**src/rtl/cdb_arbiter.sv**
```systemverilog
// cdb_arbiter: round-robin pick of one finished unit result per cycle onto a registered CDB.
// grant doubles as each unit's *_wr_written, so it is combinational and same-cycle.
module cdb_arbiter #(
   parameter int NUM_REQ   = 4,
   parameter int ROB_IDX_W = 5,
   parameter int XLEN      = 32
) (
   input  logic                           clock,
   input  logic                           reset,
   input  logic [NUM_REQ-1:0]             req_valid,
   input  logic [NUM_REQ*ROB_IDX_W-1:0]   req_rob_idx,
   input  logic [NUM_REQ*XLEN-1:0]        req_value,
   input  logic                           cdb_ready,
   input  logic                           flush,
   output logic [NUM_REQ-1:0]             grant,
   output logic                           cdb_valid,
   output logic [ROB_IDX_W-1:0]           cdb_rob_idx,
   output logic [XLEN-1:0]                cdb_value
);
   localparam int PW = (NUM_REQ > 1) ? $clog2(NUM_REQ) : 1;
   logic [PW-1:0]        rr_ptr, rr_next, scan;
   logic [ROB_IDX_W-1:0] sel_tag;
   logic [XLEN-1:0]      sel_value;
   logic                 accept, any_grant;
   assign accept = ~cdb_valid | cdb_ready;
   // Scan starts at rr_ptr and wraps; first requester found wins.
   always_comb begin
      grant     = '0;
      any_grant = 1'b0;
      scan      = '0;
      if (!reset && !flush && accept) begin
         for (int k = 0; k < NUM_REQ; k++) begin
            scan = PW'((int'(rr_ptr) + k) % NUM_REQ);
            if (!any_grant && req_valid[scan]) begin
               grant[scan] = 1'b1;
               any_grant   = 1'b1;
            end
         end
      end
   end
   always_comb begin
      sel_tag   = '0;
      sel_value = '0;
      rr_next   = rr_ptr;
      for (int k = 0; k < NUM_REQ; k++) begin
         if (grant[k]) begin
            sel_tag   = req_rob_idx[k*ROB_IDX_W +: ROB_IDX_W];
            sel_value = req_value[k*XLEN +: XLEN];
            rr_next   = PW'((k + 1) % NUM_REQ);
         end
      end
   end
   always_ff @(posedge clock) begin
      if (reset) begin
         rr_ptr      <= '0;
         cdb_valid   <= 1'b0;
         cdb_rob_idx <= '0;
         cdb_value   <= '0;
      end else if (flush) begin
         cdb_valid <= 1'b0;
      end else if (any_grant) begin
         cdb_valid   <= 1'b1;
         cdb_rob_idx <= sel_tag;
         cdb_value   <= sel_value;
         rr_ptr      <= rr_next;
      end else if (accept) begin
         cdb_valid <= 1'b0;
      end
   end
endmodule

```
**config.mk**
```make
export PLATFORM = sky130hd
export DESIGN_NAME = cdb_arbiter
export DESIGN_NICKNAME = d
export VERILOG_FILES = /design/src/rtl/cdb_arbiter.sv
export SDC_FILE = /design/constraint.sdc
export NUM_CORES = 1
export LEC_CHECK = 0
export CORE_MARGIN = 2
export CORE_UTILIZATION = 38
export CTS_CLUSTER_DIAMETER = 30
export DETAILED_ROUTE_END_ITERATION = 6
export PLACE_DENSITY_LB_ADDON = 0.25
export SETUP_SLACK_MARGIN = 0.02
export SYNTH_ARGS = -nofsm -noshare
export SYNTH_HDL_FRONTEND = slang
export SYNTH_SLANG_ARGS = --single-unit
```
**constraint.sdc**
```tcl
create_clock -name clock -period 4 [get_ports clock]
set_input_delay 0.6 -clock clock [delete_from_list [all_inputs] [get_ports clock]]
set_output_delay 0.6 -clock clock [all_outputs]
set_load 0.01 [all_outputs]
```
# Yosys cells after proc, flatten, opt, wreduce, memory -nomap -nowiden
# Cells that the tools add are included.
# word_totals
input_bits	156
out_inout_bits	42
wordCells	86
ff_bits	40
# classes
bitwise	6
n_addsub	3
reduce_logical	19
muxes	46
order_cmp	8
# ops
cell	n
32-bit 2-to-1 mux	4
4-bit 2-to-1 mux	8
5-bit 2-to-1 mux	4
1-bit 2-to-1 mux	18
2-bit by 3-bit less-than comparator with 1-bit output, second input constant	4
4-bit OR	3
1-bit logical AND	9
1-bit binary-select mux with 2-bit select	4
1-bit demux with 2-bit select	4
2-bit by 1-bit greater-or-equal comparator with 1-bit output, second input constant	4
2-bit 2-to-1 mux	4
1-bit logical NOT	5
2-bit adder, second input constant	2
4-bit nonzero test	1
3-bit AND reduction	1
2-bit by 1-bit adder with 2-bit output, second input constant	1
1-bit NOT	2
2-bit AND reduction	1
2-bit nonzero test	1
2-bit OR reduction	1
1-bit OR	1

# Depth between registers and ports, before layout
# depth
depth_word	20
mapped_depth	13
mapped_depth_nobuf	10

# Worst setup path before layout
# No wires, ideal clock.
# synth_path
path_kind	register to output
start	reg rr_ptr[0]
end	out grant[3]
setup_slack_ns	0.993
path_stages_with_launch	11
arrival_time_ns	2.407
path_buffers	2
t_required_ns	3.400
path_cell_list	dfxtp_1 buf_6 inv_1 ha_1 mux4_2 nor4b_4 nand2_1 o21ai_1 nand2_2 inv_2 buf_2
# synth_between
elab_chain_cells	16
elab_cells_between_ends	54
classes_between	add/sub (3); order compare (8); mux (30); bitwise (3); reduce/logical (10)
# synth_lines
element	line	text
start, declared	21	logic [PW-1:0] rr_ptr, rr_next, scan;
start signal, assigned	65	rr_ptr <= rr_next;
branches (longest 14 deep; another with 2-bit by 3-bit less-than comparator with 1-bit output)	-	
4-bit 2-to-1 mux (*)	34	if (!any_grant && req_valid[scan]) begin
4-bit 2-to-1 mux (*)	31	if (!reset && !flush && accept) begin
end, declared	15	output logic [NUM_REQ-1:0] grant,
# Every way passes the cells marked *. The select of a mux whose other input is x is not followed.

# Worst setup path in the final report
# layout_path
start	in req_valid[1]
end	out grant[3]
# layout_between
elab_chain_cells	16
elab_cells_between_ends	31
classes_between	mux (22); bitwise (3); reduce/logical (6)
# layout_lines
element	line	text
start, declared	10	input logic [NUM_REQ-1:0] req_valid,
1-bit binary-select mux with 2-bit select	34	
1-bit 2-to-1 mux (not written as such)	34	
1-bit 2-to-1 mux	34	
1-bit 2-to-1 mux	31	
1-bit logical NOT	34	
1-bit logical AND	34	
1-bit 2-to-1 mux	34	
1-bit 2-to-1 mux	31	
1-bit logical NOT	34	
1-bit logical AND	34	
1-bit 2-to-1 mux	34	
1-bit 2-to-1 mux	31	
1-bit logical NOT	34	
1-bit logical AND	34	
4-bit 2-to-1 mux (*)	34	
4-bit 2-to-1 mux (*)	31	
# Every way passes the cells marked *; elsewhere a longest branch is shown, timed or not. The select of a mux whose other input is x is not followed.

==> run metrics <==
Seq/Total Area, Yosys=0.247; result of the run=completed; CP Data Arrival Time=3.23 ns; fill count=716; startpoint kind of the worst setup timing path=input port; via count of the first global-routing pass=3678; type of the worst min-delay path=flop to flop; Initial Util=0.392; 1st-pass router iterations=4; final wirelength=12300 µm; Critical Path RT=3.40 ns; number of buffers added by the clock tree synthesis step=5; hold violation count in the final report=0; post-DP HPWL=9270 µm; final weighted congestion in routability-driven placement=0.923; # nets final=714; maximum frequency from static timing analysis=261 MHz; FF+latch area=802 µm²; leakage power=1.88 nW; pwr/cell area=232 nW/µm²; horizontal extent of the die=96.3 µm; post-synthesis to final-layout area growth=65.4%; antenna violations before repair=0; commonest cells after routing, fill and taps aside=196 x clkdlybuf4s50_1, 51 x nor2_1, 45 x nand2_1; count of unresolved DRC violations after routing=0; total track usage=0.254; final cell count without fillers=657; layout cell share with drive strength beyond 1=0.181; clock period minus worst slack=3.83 ns; dpl cells=649; number of antenna-violating nets in the routed design=0; Multi-input gate area=2170 µm²; number of DRC markers after the initial detailed-route iteration=108; depth of the CTS H-tree=2; power consumption=1.24 mW; via count=3721; count of hold-fix buffers inserted at cts=0; max-slew headroom at the worst pin=0.276; worst hold-check slack=0.533 ns; routed length per placed instance=18.7 µm; Final setup violation count=0; flip-flop and latch count after synthesis=40; Least-Margin Pin Slew=1.08 ns; unrepaired setup endpoints after global routing=no; area of the core=8260 µm²; Max Cap Violations=0; setup total negative slack=0 ns; Clock Pin Slew Worst Setup and Hold Paths=0.09 ns; clock latency on the worst-skew pair=0.29 ns; total setup buffers inserted after CTS=0; setup clock skew after layout=0.00165 ns; Congestion Overflow GR=0; proportion of synthesized flip-flops having asynchronous set or reset=0; cell chosen for the clock root=clkbuf_8; number of placed I/O pins=198; antenna cell count=0; instance area after placement=5240 µm²; Design Area, Final=5360 µm²; top_reg_cell synth=dfxtp_1; die area=9280 µm²; number of buffers inserted by port buffering=197; max-slew violation count=0; maximum vdd ir drop=0.124 mV; average size of a mapped cell=8.97 µm²; Vias/cell=5.66; Die H=96.3 µm; placement row count=33; Unique masters post-synth=50; final cycle utilization of the critical path=0.957; critical path start-end classification=input port to output port; crit path capture type=output port; CTS-repair resized insts=0; most common library cell in the layout ignoring fill and taps=clkdlybuf4s50_1; gate count after technology mapping=361; critical path fanouts, max=15; TritonCTS sink count=40; nets in the synthesized netlist=524; wire length of the first global-routing pass=18200 µm; clock tree from TritonCTS=built; pin count of the biggest net entering global routing=40; Syn. warnings=0; number of synthesized flops with an enable pin=0; netlist area before placement=3240 µm²; CTS Buffer Depth=2
==> routing by layer <==
layer | up-vias | global-route usage | share of wire
met1 | 1765 | 0.288 | 0.40
met5 | - | 0 | 0
met2 | 166 | 0.473 | 0.50
met3 | 19 | 0.0595 | 0.087
met4 | 0 | 0.0692 | 0.017
li1 | 1771 | - | -
==> layout make-up <==
| cell class | count | share of cell area |
|---|---|---|
| Tap cell | 105 | 0.0245 |
| Clock inverter | 3 | 0.00864 |
| Sequential cell | 40 | 0.150 |
| Timing Repair Buffer | 215 | 0.395 |
| Multi-Input combinational cell | 283 | 0.405 |
| Inverter | 6 | 0.00420 |
| Clock buffer | 5 | 0.0128 |
==> power by group <==
part | leakage, nW | internal [mW] | switching, mW | total [mW]
sequential | 0.327 | 0.423 | 0.0135 | 0.436
combinational | 1.49 | 0.260 | 0.196 | 0.456
clock | 0.0548 | 0.188 | 0.164 | 0.352
total | 1.88 | 0.870 | 0.374 | 1.24
==> Yosys cell counts, types with 5 or more instances <==
cell type / instances / area (µm²)
ha_1: 7 / 87.6
o21ai_1: 12 / 60.1
nor2_1: 52 / 195
o21ai_0: 5 / 25.0
a31oi_1: 14 / 87.6
a22oi_1: 14 / 105
a2111oi_2: 23 / 345
buf_2: 7 / 35.0
nand2_1: 45 / 169
nand2_2: 11 / 68.8
nor4b_1: 13 / 114
inv_1: 5 / 18.8
buf_6: 8 / 90.1
nand2b_1: 5 / 31.3
a221oi_1: 6 / 52.6
dfxtp_1: 40 / 801
a221oi_2: 21 / 315
nand3_1: 16 / 80.1
clkbuf_1: 8 / 30.0
==> critical path, cell delays in order <==
cell and delay (ns):
clkdlybuf4s50_1 0.49, mux4_2 0.61, nor4b_4 0.35, nand2_1 0.15, o21ai_1 0.15, nand2_2 0.09
inv_2 0.20, clkdlybuf4s50_1 0.59
==> worst paths after layout <==
| path | start | end | slack [ns] | cells after the start |
|---|---|---|---|---|
| worst max register to register | rr_ptr[0] | cdb_value[29] | 0.56 | 10 |
| worst min-delay path | cdb_value[12] | cdb_value[12] | 0.53 | 2 |
| worst min register to register | cdb_value[12] | cdb_value[12] | 0.53 | 2 |
| worst max-delay path | req_valid[1] | grant[3] | 0.17 | 8 |
==> state kept, by name, indices dropped and copies added, names as in the netlist <==
signal and cells:
cdb_rob_idx 5, cdb_valid 1, cdb_value 32, rr_ptr 2
==> kinds of logic after synthesis <==
group / share of synthesized area
AND/OR/NAND/NOR: 0.234
buffers and inverters: 0.0904
multiplexers: 0.0452
adder cells (fa/ha/maj): 0.0270
flip-flops: 0.247
AO/OA/AOI/OAI: 0.357
==> stage by stage <==
stage	util	setup slack [ns]
global route	0.649	0.0339
floorplan	-	0.993
detailed placement	0.635	0.187
finish	0.649	0.172
global placement	0.635	0.256
CTS	0.648	0.114
Power figures use the tool's default switching activity.
